<file path="config.mk">
export PLATFORM = sky130hd
export DESIGN_NAME = mul_operand_sequencer
export DESIGN_NICKNAME = d
export VERILOG_FILES = /design/src/rtl/mul_operand_sequencer.sv
export SDC_FILE = /design/constraint.sdc
export NUM_CORES = 1
export LEC_CHECK = 0
export ABC_AREA = 1
export CORE_ASPECT_RATIO = 1.1
export CORE_MARGIN = 3
export CORE_UTILIZATION = 45
export DETAILED_ROUTE_END_ITERATION = 8
export PLACE_DENSITY_LB_ADDON = 0.1
export SLEW_MARGIN = 0
export SYNTH_ARGS = -nofsm -noshare
export SYNTH_HDL_FRONTEND = slang
export SYNTH_SLANG_ARGS = --single-unit
</file>
<file path="constraint.sdc">
create_clock -name clk -period 3 [get_ports clk]
set_input_delay 0.45 -clock clk [delete_from_list [all_inputs] [get_ports clk]]
set_output_delay 0.45 -clock clk [all_outputs]
set_load 0.03 [all_outputs]
</file>
<file path="src/rtl/mul_operand_sequencer.sv">
// rtl/mul_operand_sequencer.sv - operand-pair FIFO and start/load/restart sequencer for the repeated-addition multiplier
// Optional abort on a stuck multiplier is compiled in with `define MUL_SEQ_TIMEOUT_EN.
module mul_operand_sequencer #(
  parameter int WIDTH   = 16,
  parameter int DEPTH   = 4,
  parameter int TIMEOUT = 1024
) (
  input  logic                     clk,
  input  logic                     rst,
  input  logic                     in_valid,
  output logic                     in_ready,
  input  logic [WIDTH-1:0]         in_a,
  input  logic [WIDTH-1:0]         in_b,
  output logic                     mul_start,
  output logic [WIDTH-1:0]         mul_data,
  input  logic                     mul_done,
  output logic                     mul_restart,
  output logic                     busy,
  output logic [$clog2(DEPTH):0]   fifo_level,
  output logic [7:0]               op_count,
  output logic                     timeout_err
);

  localparam int PW = $clog2(DEPTH);
  localparam logic [PW:0] L_FULL = (PW+1)'(DEPTH);

  localparam logic [2:0] S_IDLE    = 3'd0;
  localparam logic [2:0] S_START   = 3'd1;
  localparam logic [2:0] S_LOAD_A  = 3'd2;
  localparam logic [2:0] S_LOAD_B  = 3'd3;
  localparam logic [2:0] S_WAIT    = 3'd4;
  localparam logic [2:0] S_RELEASE = 3'd5;

  logic [2:0]       r_state;
  logic [2:0]       w_next;
  logic [WIDTH-1:0] r_mem_a [DEPTH];
  logic [WIDTH-1:0] r_mem_b [DEPTH];
  logic [PW-1:0]    r_wr_ptr;
  logic [PW-1:0]    r_rd_ptr;
  logic [PW:0]      r_level;
  logic [WIDTH-1:0] r_mul_data;
  logic [WIDTH-1:0] w_next_data;
  logic [7:0]       r_op_count;
  logic             w_push;
  logic             w_pop;
  logic             w_timeout;

  // Full blocks the producer even when a pop happens this cycle, so in_ready is a pure level decode.
  assign w_push = in_valid && (r_level != L_FULL);
  // The head is consumed on the same edge the controller loads B.
  assign w_pop  = (r_state == S_LOAD_B);

  assign in_ready    = (r_level != L_FULL);
  assign fifo_level  = r_level;
  assign mul_start   = (r_state == S_START);
  assign mul_restart = (r_state == S_RELEASE);
  assign busy        = (r_state != S_IDLE);
  assign mul_data    = r_mul_data;
  assign op_count    = r_op_count;

  // Operand storage: data only, no reset needed since the level gates every read.
  always_ff @(posedge clk) begin
    if (w_push) begin
      r_mem_a[r_wr_ptr] <= in_a;
      r_mem_b[r_wr_ptr] <= in_b;
    end
  end

  // FIFO pointers and occupancy; pointers wrap naturally because DEPTH is a power of two.
  always_ff @(posedge clk or posedge rst) begin
    if (rst) begin
      r_wr_ptr <= '0;
      r_rd_ptr <= '0;
      r_level  <= '0;
    end else begin
      if (w_push) r_wr_ptr <= r_wr_ptr + 1'b1;
      if (w_pop)  r_rd_ptr <= r_rd_ptr + 1'b1;
      case ({w_push, w_pop})
        2'b10:   r_level <= r_level + 1'b1;
        2'b01:   r_level <= r_level - 1'b1;
        default: r_level <= r_level;
      endcase
    end
  end

`ifdef MUL_SEQ_TIMEOUT_EN
  localparam int TW = $clog2(TIMEOUT + 1);
  logic [TW-1:0] r_tcnt;
  logic          r_timeout_err;

  // Abort on the TIMEOUT-th WAIT cycle that still has no done.
  assign w_timeout   = (r_state == S_WAIT) && !mul_done && (r_tcnt == TW'(TIMEOUT - 1));
  assign timeout_err = r_timeout_err;

  // WAIT cycle counter (held at zero outside WAIT) and sticky abort flag.
  always_ff @(posedge clk or posedge rst) begin
    if (rst) begin
      r_tcnt        <= '0;
      r_timeout_err <= 1'b0;
    end else begin
      if (r_state != S_WAIT) r_tcnt <= '0;
      else if (!w_timeout)   r_tcnt <= r_tcnt + 1'b1;
      if (w_timeout) r_timeout_err <= 1'b1;
    end
  end
`else
  assign w_timeout   = 1'b0;
  assign timeout_err = 1'b0;
`endif

  // Next state and the bus value for the next cycle; mul_data is registered so it never follows inputs.
  always_comb begin
    w_next      = r_state;
    w_next_data = r_mul_data;
    case (r_state)
      S_IDLE: begin
        w_next_data = '0;
        if (r_level != '0) begin
          w_next      = S_START;
          w_next_data = r_mem_a[r_rd_ptr];
        end
      end
      S_START: begin
        w_next      = S_LOAD_A;
        w_next_data = r_mem_a[r_rd_ptr];
      end
      S_LOAD_A: begin
        w_next      = S_LOAD_B;
        w_next_data = r_mem_b[r_rd_ptr];
      end
      S_LOAD_B: begin
        // B stays on the bus through WAIT even though the head is popped now.
        w_next = S_WAIT;
      end
      S_WAIT: begin
        if (mul_done || w_timeout) begin
          w_next      = S_RELEASE;
          w_next_data = '0;
        end
      end
      S_RELEASE: begin
        w_next_data = '0;
        if (!mul_done) w_next = S_IDLE;
      end
      default: begin
        w_next      = S_IDLE;
        w_next_data = '0;
      end
    endcase
  end

  // Sequencer state, bus register and completed-operation counter.
  always_ff @(posedge clk or posedge rst) begin
    if (rst) begin
      r_state    <= S_IDLE;
      r_mul_data <= '0;
      r_op_count <= '0;
    end else begin
      r_state    <= w_next;
      r_mul_data <= w_next_data;
      if ((r_state == S_WAIT) && mul_done) r_op_count <= r_op_count + 1'b1;
    end
  end

endmodule
</file>
## Yosys cells after proc, flatten, opt, wreduce, memory -nomap -nowiden

Memory sizes are Yosys's and may differ from the RTL's.
Index checks and enable logic that the tools add are counted.

- Memories kept: 2
- Input port bits: 36
- Output and inout bits: 32
- Latch bits: 0
- Bits in writable memories: 128
- Register bits after elaboration: 34
- Memory bits (read-only): 0

Memories:

| memory | depth | bits a word | read ports | clocked after Yosys merged registers in | write ports | line | RTL |
|---|---|---|---|---|---|---|---|
| r_mem_a | 4 | 16 | 1 | 0 | 1 | 36 | `logic [WIDTH-1:0] r_mem_a [DEPTH];` |
| r_mem_b | 4 | 16 | 1 | 0 | 1 | 37 | `logic [WIDTH-1:0] r_mem_b [DEPTH];` |

- Mux-type cells: 10
- Bitwise logic cells: 1
- Divide/modulo/power cells: 0
- $lt $le $gt $ge: 0
- Multiply operators: 0
- Reduce and logical (&&, ||, !) cells: 8
- Shift-type cells: 0
- $add $sub $neg: 5
- Equality and inequality tests: 11

Operator list:

| operator | number |
|---|---|
| 16-bit one-hot mux with 5 select lines | 1 |
| 16-bit two-way mux | 2 |
| 3-bit one-hot mux with 6 select lines | 1 |
| 3-bit two-way mux | 3 |
| 8-bit by 1-bit adder with 8-bit output, second input constant | 1 |
| 3-bit by 2-bit equality test with 1-bit output, second input constant | 2 |
| 3-bit equality test, second input constant | 2 |
| 2-bit inequality test, second input constant | 3 |
| 3-bit one-hot mux with 2 select lines | 1 |
| 3-bit nonzero test | 2 |
| 2-bit by 1-bit adder with 2-bit output, second input constant | 2 |
| 3-bit by 1-bit adder with 3-bit output, second input constant | 1 |
| 3-bit by 1-bit equality test with 1-bit output, second input constant | 1 |
| 3-bit zero test | 1 |
| 3-bit inequality test, second input constant | 1 |
| 3-bit AND reduction | 1 |
| 3-bit by 1-bit subtractor with 3-bit output, second input constant | 1 |
| 2-bit by 1-bit equality test with 1-bit output, second input constant | 1 |
| 2-bit equality test, second input constant | 1 |
| 1-bit logical AND | 2 |
| 1-bit two-way mux | 2 |
| 2-bit AND reduction | 1 |
| 2-bit nonzero test | 1 |
| 1-bit inverter | 1 |

## Longest topological paths before layout

Gate-level depths: netlist of the first run.

- Word-level depth: 4
- Gate-level depth with buffers: 10
- Gate-level depth less buffers: 9

## Worst setup path before layout of the first run

No wires, ideal clock.

- Kind: register -> register
- From: reg r_level[0], in the netlist fifo_level[0]
- To: mem r_mem_a[0][0] (enable)
- Data arrival time: 2483 ps
- Cell stages (with the launch flop): 5
- Data required time: 2579 ps
- Slack: 96 ps
- Clock period less this slack: 2904 ps
- Cell sequence: dfrtp_1 > nor2_1 > nand2_1 > nand2_2 > nor2_1

- Cells in the longest elaborated chain, start to end: 4

RTL lines:

| element | line | RTL |
|---|---|---|
| from (decl) | 40 | `logic [PW:0] r_level;` |
| from (signal assigned) | 79 | `2'b10: r_level <= r_level + 1'b1;` |
| from (signal assigned) | 80 | `2'b01: r_level <= r_level - 1'b1;` |
| from (signal assigned) | 81 | `default: r_level <= r_level;` |
| 3-bit inequality test | n/a |  |
| via in_ready | 11 | `output logic in_ready,` |
| 1-bit logical AND | 49 | `assign w_push = in_valid && (r_level != L_FULL);` |
| 1-bit two-way mux | 63 | `if (w_push) begin` |
| 1-bit two-way mux (implied by the code) | 64 | `r_mem_a[r_wr_ptr] <= in_a;` |
| to (decl) | 36 |  |

The timed path passes the listed nets, and every way through them passes these cells.

## Worst setup path after layout of the first run

- From: reg r_state[0]
- To: out mul_start

- Cells in the longest elaborated chain, start to end: 1

RTL lines:

| element | line | RTL |
|---|---|---|
| from (decl) | 34 | `logic [2:0] r_state;` |
| from (signal assigned) | 159 | `r_state <= w_next;` |
| 3-bit by 1-bit equality test with 1-bit output | 55 | `assign mul_start = (r_state == S_START);` |
| to (decl) | 14 | `output logic mul_start,` |

No other way between the ends.

==> results of run 1 <==
## worst paths after layout
kind,start,slack [ns],endpoint
max reg2reg,fifo_level[0],0.83,fifo_level[2]
min in group clk,mul_data[10],0.48,mul_data[10]
min,rst,0.44,op_count[4]
max in group asynchronous,rst,2.21,r_rd_ptr[0]
max,r_state[0],0.53,mul_start
min reg2reg,mul_data[10],0.48,mul_data[10]
## logic make-up after synthesis
family          Yosys count  synth area share, %
compound gates           10               0.7229
buf+inv                 182                10.59
fa+ha+maj                 7                1.308
simple gates            378                21.66
xor+xnor                  9                1.084
other cells               1              0.05159
flops                   162                64.59
## power by group through the flow
stage / sequential [mW] / clock [mW] / combinational [mW]
floorplan: 3.50 / 0 / 2.07
global placement: 3.26 / 0 / 3.26
detailed placement: 3.28 / 0 / 3.31
CTS: 3.24 / 2.24 / 3.33
global route: 3.29 / 2.35 / 3.69
finish: 3.23 / 2.21 / 3.25
## layer usage
metal	wire [um]	share of wire (%)	vias to the layer above
li1	-	-	2445
met5	0	0	-
met2	7545	51	104
met4	335	2.3	0
met3	660	4.5	27
met1	6222	42	2215
## through the flow
step | hold slack [ns] | instances | utilization (%) | setup slack (ns)
floorplan | 0.5489 | 749 | - | 0.09567
CTS | 0.4488 | 1029 | 55.47 | 0.5033
detailed placement | 0.4638 | 997 | 51.65 | 0.6791
finish | 0.4360 | 1029 | 55.47 | 0.5280
global placement | 0.4618 | 997 | 51.65 | 0.6763
global route | 0.4855 | 1029 | 55.47 | 0.4050
## worst max-delay path, stage by stage (launching register included)
cell             delay (ns)
dfrtp_1                0.57
inv_2                  0.11
nor3_1                 0.21
clkdlybuf4s50_1        0.72
## final cells by class
class                      instances  area (um2)
clock inverter                    12       163.9
tap                              200       250.2
sequential                       162        4696
timing repair buffer              75       765.7
fill                            1378        7007
clock buffer                      20       436.7
inverter                         155       581.8
multi-input combinational        405        1834
## cells in the mapped netlist (all sizes together)
cell type	n	area share (%)
nand2	288	15
inv	155	8.0
edfxtp	128	53
nand3	68	4.8
dfrtp	34	12
buf	26	2.5
nor2	17	1.4
ha	6	1.0
a21oi	5	0.34
xnor2	5	0.60
o21ai	4	0.28
xor2	4	0.48
nand4	3	0.26
nor3	2	0.14
a21o	1	0.10
clkbuf	1	0.052
conb	1	0.052
fa	1	0.28
## registers in the layout (all words and copies together), names as in the netlist
name        count
r_state         3
r_wr_ptr        2
mul_data       16
r_rd_ptr        2
op_count        8
fifo_level      3
r_mem_b        64
r_mem_a        64
==> impl_metrics.py, run 1 <==
metrics = {
    "layout": {
        "layout-drive-gt1-share_pct": 6.634,
        "synthToLayoutAreaGrowth_pct": 20.09,
        "final_cell_mix": "282 x nand2_1, 150 x inv_1, 128 x edfxtp_1",
        "mostFrequentLayoutCell": "nand2_1",
        "nets": 859,
        "antenna_cells": 0,
        "fin_area_mm2": 0.008728,
    },
    "route": {
        "vias": 4791,
        "vias_per_cell": 4.656,
        "ant_nets": 0,
        "drc": 0,
        "first_pass_iters": 4,
        "avgRoutedWirePerCell_um": 14.35,
        "drt-initial-drc-count": 249,
        "wirelength_mm": 14.76,
    },
    "clock_network": {
        "clockBufferDepth": 2,
        "clock_latency_ns": 0.42,
        "clkTransAtPathRegs_ns": 0.06,
        "cts-root-buf": "clkbuf_16",
        "cts_resized": 0,
        "ctsHtreeMaxLevel": 4,
        "cts_setup_buffers": 0,
        "holdBufCountCts": 0,
        "cts_buffers": 17,
        "cts.sinks": 162,
        "tritoncts": "built",
    },
    "status": {
        "outcome": "completed",
    },
    "floorplanning": {
        "die_height_um": 139.3,
        "die_area_mm2": 0.01771,
        "fp.dieW_um": 127.2,
        "num_rows": 48,
        "core_area_mm2": 0.01574,
        "initial_core_util_pct": 46.19,
        "num_io_pins": 68,
    },
    "setup_path": {
        "arrival_ns": 2.02,
        "path_max_fanout": 7,
        "crit_type": "flip-flop to output pin",
        "worstSetupEndpointType": "output pin",
        "cp.required_ns": 2.55,
        "crit_path_start_kind": "flip-flop",
        "rr_worst_depth": 9,
    },
    "synthesis": {
        "avgSynthCellArea_um2": 9.704,
        "synth_seq_area_share_pct": 64.59,
        "mappedNetlistNets": 792,
        "syn_inst": 749,
        "yosys_register_bits": 162,
        "yosysWarnings": 0,
        "ys_types": 28,
        "syn-cell-area_mm2": 0.007268,
    },
    "worst_hold_path": {
        "min_path_type": "input pin to asynchronous set/reset pin",
    },
    "power": {
        "p_sw_share_pct": 37.33,
        "seqPwrFrac_pct": 37.2,
        "peakVddDrop_uv": 435.5,
        "power_frac_comb_pct": 37.4,
        "p_per_area_mw_per_mm2": 995.8,
        "intPower_mw": 5.448,
        "pwr-share-clk_pct": 25.4,
        "p_leak_nw": 4.057,
        "p_switching_mw": 3.245,
        "power.total_mw": 8.692,
    },
    "grt": {
        "overflow": 0,
        "grt_antenna_before_repair": 0,
        "busiest_layer": "met2",
        "track_usage_pct": 17.61,
        "grt_use_met1_pct": 21.63,
        "grt.met2_usage_pct": 29.71,
        "grt_start_max_net_pins": 66,
        "grt_pass1_wl_mm": 24.23,
        "grt_pass1_vias": 4786,
        "use_met3_pct": 4.146,
    },
    "sta": {
        "hold_viol_final": 0,
        "rsz0062_at_grt": "false",
        "fin_crit_sh_pct": 82.40,
        "slew_violations": 0,
        "setup_viol": 0,
        "fmax_mhz": 404.5,
        "clock_skew_ns": 0.006148,
        "setup-tns-final_ns": 0,
        "worst_slew_pin_slew_ns": 0.7402,
        "slew_headroom_pct": 50.65,
        "min_period_ns": 2.472,
    },
    "placed_design": {
        "dp_hpwl_mm": 8.959,
        "placed_cell_area_mm2": 0.008128,
        "gp_congestion": 0.7916,
        "port_buffers": 66,
    },
    "run": {
        "maxCapViolations": 0,
    },
}
(Power assumes the default switching activity.)
==> run 2, diff against run 1 <==
- clock period: 3 -> 2.2 ns (I/O delays scaled with it)
==> impl_metrics.py, run 2 (synthesis gave the netlist of run 1 again) <==
metrics = {
    "status": {
        "outcome": "completed",
    },
    "setup_path": {
        "worst_r2r_startpoint": "fifo_level[0]",
        "crit_path_cell_trace": "inv_1 > nand2_1 > clkdlybuf4s50_1",
        "cp_num_buf_inv": 2,
        "arrival_ns": 1.75,
        "slowest_stage": "clkdlybuf4s50_1",
        "worstSetupEndpointType": "output pin",
        "crit_start": "r_state[2]",
        "critPathTopFamily": "buffers and inverters",
        "path_max_fanout": 6,
        "crit_type": "flip-flop to output pin",
        "max_stage_delay_ns": 0.67,
        "crit_path_start_kind": "flip-flop",
        "cp.required_ns": 1.87,
    },
    "power": {
        "peakVddDrop_uv": 713.4,
        "p_leak_nw": 4.150,
        "p_per_area_mw_per_mm2": 1362,
        "power.total_mw": 12.01,
    },
    "sta": {
        "worst_slack_ns": 0.1187,
        "worst_slew_pin_slew_ns": 0.6908,
        "fmax_mhz": 480.5,
        "hold_viol_final": 0,
        "rsz0062_at_grt": "false",
        "min_period_ns": 2.081,
        "clock_skew_ns": 0.005363,
        "setup_viol": 0,
        "slew_headroom_pct": 53.88,
        "setup-tns-final_ns": 0,
        "fin_crit_sh_pct": 94.60,
        "slew_violations": 0,
    },
    "grt": {
        "grt_start_max_net_pins": 66,
        "grt_pass1_wl_mm": 24.81,
        "grt_pass1_vias": 4809,
        "grt_antenna_before_repair": 0,
        "track_usage_pct": 18.01,
        "overflow": 0,
    },
    "clock_network": {
        "clkTransAtPathRegs_ns": 0.06,
        "tritoncts": "built",
        "holdBufCountCts": 0,
        "cts.sinks": 162,
        "ctsHtreeMaxLevel": 4,
        "cts_buffers": 17,
        "cts-root-buf": "clkbuf_16",
        "clock_latency_ns": 0.42,
        "clockBufferDepth": 2,
    },
    "placed_design": {
        "dp_hpwl_mm": 9.165,
        "dp_slack_ns": 0.2524,
        "port_buffers": 66,
        "placed_cell_area_mm2": 0.008185,
        "gp_congestion": 0.7666,
        "dp.cells": 1006,
    },
    "route": {
        "avgRoutedWirePerCell_um": 14.52,
        "ant_nets": 0,
        "drc": 0,
        "vias_per_cell": 4.702,
        "drt-initial-drc-count": 339,
        "vias": 4881,
        "first_pass_iters": 4,
        "wirelength_mm": 15.07,
    },
    "layout": {
        "final_cell_mix": "281 x nand2_1, 150 x inv_1, 128 x edfxtp_1",
        "fin_area_mm2": 0.008820,
        "layout-drive-gt1-share_pct": 8.473,
        "post_layout_nonfiller_instances": 1038,
        "nets": 868,
        "antenna_cells": 0,
        "fillCellCount": 1387,
        "synthToLayoutAreaGrowth_pct": 21.35,
        "mostFrequentLayoutCell": "nand2_1",
    },
    "floorplanning": {
        "fp.dieW_um": 127.2,
        "num_rows": 48,
        "initial_core_util_pct": 46.19,
        "num_io_pins": 68,
        "die_height_um": 139.3,
        "die_area_mm2": 0.01771,
        "core_area_mm2": 0.01574,
    },
    "worst_hold_path": {
        "min_path_type": "input pin to asynchronous set/reset pin",
    },
    "run": {
        "maxCapViolations": 0,
    },
}
==> run 2: cell types whose count changed in the layout (fill, tap and decap cells not counted), sizes merged <==
cell           before  now
buf                 9   18
bufinv              4    3
clkbuf             20   23
clkdlybuf4s50      66   64
clkinv              5    4
clkinvlp            3    2
dlygate4sd2         0    1
dlymetal6s2s        0    1
==> run 2: cell type report <==
cell class,instances,area [um2],share of cell area (%)
Clock inverter,9,125.1,1.419
Multi-Input combinational cell,405,1837,20.83
Clock buffer,23,508.0,5.760
Timing Repair Buffer,84,822.0,9.320
Inverter,155,581.8,6.597
Tap cell,200,250.2,2.837
Sequential cell,162,4696,53.24
==> run 2: power by group <==
part	total [mW]	internal, mW	switching (mW)
combinational	4.52	1.51	3.01
sequential	4.40	4.09	0.309
clock	3.08	1.96	1.13
==> run 2: timing repair <==
action | in CTS | in global routing
resized for setup | 1 | 1
endpoints found under the hold margin | 0 | 0
setup buffers | 0 | 0
cloned | 0 | 0
endpoints found under the setup margin | 1 | 1
==> run 2: per-stage QoR <==
step                      util, %  hold slack (ns)
final                       56.05           0.2618
after global routing        56.05           0.3100
after CTS                   56.04           0.2595
after detailed placement    52.02           0.4663
after global placement      52.02           0.4646
after floorplan                 -           0.4289
==> run 2: final timing paths <==
| path | to | slack (ns) | cells after the start |
|---|---|---|---|
| max in group asynchronous | r_rd_ptr[0] | 1.70 | 3 |
| setup / recovery | busy | 0.12 | 3 |
| setup reg to reg | fifo_level[2] | 0.26 | 9 |
| min in group clk | mul_data[7] | 0.48 | 2 |
| hold / removal | op_count[5] | 0.26 | 3 |
| hold reg to reg | mul_data[7] | 0.48 | 2 |
==> run 2: tightest hold or removal path, cell delays in order <==
cell and delay [ns]:
clkdlybuf4s50_1 0.40, inv_1 0.07, buf_4 0.26
==> run 2: metal layers <==
metal	vias up	global-route usage [%]	part of all wire, %
li1	2456	-	-
met1	2304	24.23	45
met2	98	29.15	49
met3	23	3.417	4.6
met4	0	6.776	1.6
met5	-	0	0
==> run 3, diff against run 2 <==
- clock period: 2.2 -> 2.6 ns (I/O delays scaled with it)
==> impl_metrics.py, run 3 (synthesis gave the netlist of run 1 again) <==
metrics = {
    "setup_path": {
        "arrival_ns": 2.01,
        "crit_path_start_kind": "flip-flop",
        "crit_type": "flip-flop to output pin",
        "cp.required_ns": 2.21,
        "rr_worst_depth": 8,
        "path_max_fanout": 7,
        "worstSetupEndpointType": "output pin",
    },
    "grt": {
        "grt_antenna_before_repair": 0,
        "overflow": 0,
        "grt_start_max_net_pins": 66,
        "grt_pass1_vias": 4751,
        "track_usage_pct": 17.80,
        "grt_pass1_wl_mm": 24.23,
    },
    "route": {
        "first_pass_iters": 5,
        "drt-initial-drc-count": 264,
        "vias": 4870,
        "drc": 0,
        "avgRoutedWirePerCell_um": 14.76,
        "ant_nets": 0,
        "vias_per_cell": 4.724,
        "wirelength_mm": 15.22,
    },
    "sta": {
        "setup-tns-final_ns": 0,
        "slew_violations": 0,
        "clock_skew_ns": 0.007545,
        "slew_headroom_pct": 51.68,
        "hold_viol_final": 0,
        "fin_crit_sh_pct": 92.32,
        "fmax_mhz": 416.6,
        "min_period_ns": 2.400,
        "worst_slew_pin_slew_ns": 0.7248,
        "rsz0062_at_grt": "false",
        "setup_viol": 0,
    },
    "worst_hold_path": {
        "min_path_type": "input pin to asynchronous set/reset pin",
    },
    "status": {
        "outcome": "completed",
    },
    "placed_design": {
        "dp.cells": 999,
        "port_buffers": 66,
        "gp_congestion": 0.8143,
        "dp_hpwl_mm": 9.196,
    },
    "layout": {
        "synthToLayoutAreaGrowth_pct": 20.35,
        "antenna_cells": 0,
        "mostFrequentLayoutCell": "nand2_1",
        "layout-drive-gt1-share_pct": 7.341,
        "final_cell_mix": "282 x nand2_1, 150 x inv_1, 128 x edfxtp_1",
        "post_layout_nonfiller_instances": 1031,
        "nets": 861,
    },
    "power": {
        "p_leak_nw": 4.088,
        "p_switching_mw": 3.797,
        "peakVddDrop_uv": 563.0,
        "intPower_mw": 6.309,
        "p_per_area_mw_per_mm2": 1155,
        "pwr-share-clk_pct": 25.5,
        "seqPwrFrac_pct": 36.9,
        "power_frac_comb_pct": 37.6,
        "p_sw_share_pct": 37.57,
    },
    "clock_network": {
        "holdBufCountCts": 0,
        "cts-root-buf": "clkbuf_16",
        "clkTransAtPathRegs_ns": 0.06,
        "cts_buffers": 17,
        "cts_resized": 0,
        "ctsHtreeMaxLevel": 4,
        "tritoncts": "built",
        "clockBufferDepth": 2,
        "clock_latency_ns": 0.42,
        "cts.sinks": 162,
        "cts_setup_buffers": 0,
    },
    "floorplanning": {
        "initial_core_util_pct": 46.19,
        "num_io_pins": 68,
        "core_area_mm2": 0.01574,
        "num_rows": 48,
        "fp.dieW_um": 127.2,
        "die_area_mm2": 0.01771,
        "die_height_um": 139.3,
    },
    "run": {
        "maxCapViolations": 0,
    },
}
-- run 3: critical path, stage by stage, from the launching register on --
cell and delay (ns):
dfrtp_1 0.56, inv_2 0.11, nor3_1 0.21, clkdlybuf4s50_1 0.72
-- run 3: path summary, 6_finish.rpt --
kind	start	endpoint	slack [ns]
max	r_state[0]	mul_start	0.20
min	rst	fifo_level[2]	0.39
max reg2reg	r_state[0]	fifo_level[2]	0.53
min reg2reg	mul_data[1]	mul_data[1]	0.48
max in group asynchronous	rst	r_rd_ptr[0]	1.85
min in group clk	mul_data[1]	mul_data[1]	0.48
-- run 3: metal layers --
metal  global-route usage, %  part of all wire, %  up-vias
met5                       0                    0        -
met4                   8.470                  2.3        0
met3                   3.493                  4.6       23
met2                   29.63                   51      128
met1                   22.32                   42     2269
li1                        -                    -     2450
-- run 3: power groups by stage --
stage	Clock (mW)	Combinational [mW]	Sequential, mW
after floorplan	0	2.39	4.04
after global placement	0	3.80	3.75
after detailed placement	0	3.86	3.78
after CTS	2.63	3.86	3.74
after global routing	2.73	4.26	3.80
final	2.58	3.80	3.73
-- run 3: metrics by stage --
| step | hold slack [ns] | util (%) | worst slack (ns) | total power, mW | instance area [um2] |
|---|---|---|---|---|---|
| final | 0.3858 | 55.59 | 0.1998 | 10.11 | 8747 |
| after global routing | 0.4319 | 55.59 | 0.06676 | 10.79 | 8747 |
| after CTS | 0.4007 | 55.59 | 0.1610 | 10.23 | 8747 |
| after detailed placement | 0.4662 | 51.67 | 0.5280 | 7.638 | 8130 |
| after global placement | 0.4641 | 51.67 | 0.5462 | 7.556 | 8130 |
| after floorplan | 0.4889 | - | -0.3043 | 6.431 | 7268 |
-- run 3: final cells by class --
class,instances,area [um2]
Clock inverter,15,191.4
Multi-Input combinational cell,405,1834
Sequential cell,162,4696
Inverter,155,581.8
Fill cell,1389,6988
Timing Repair Buffer,77,768.2
Clock buffer,17,425.4
Tap cell,200,250.2
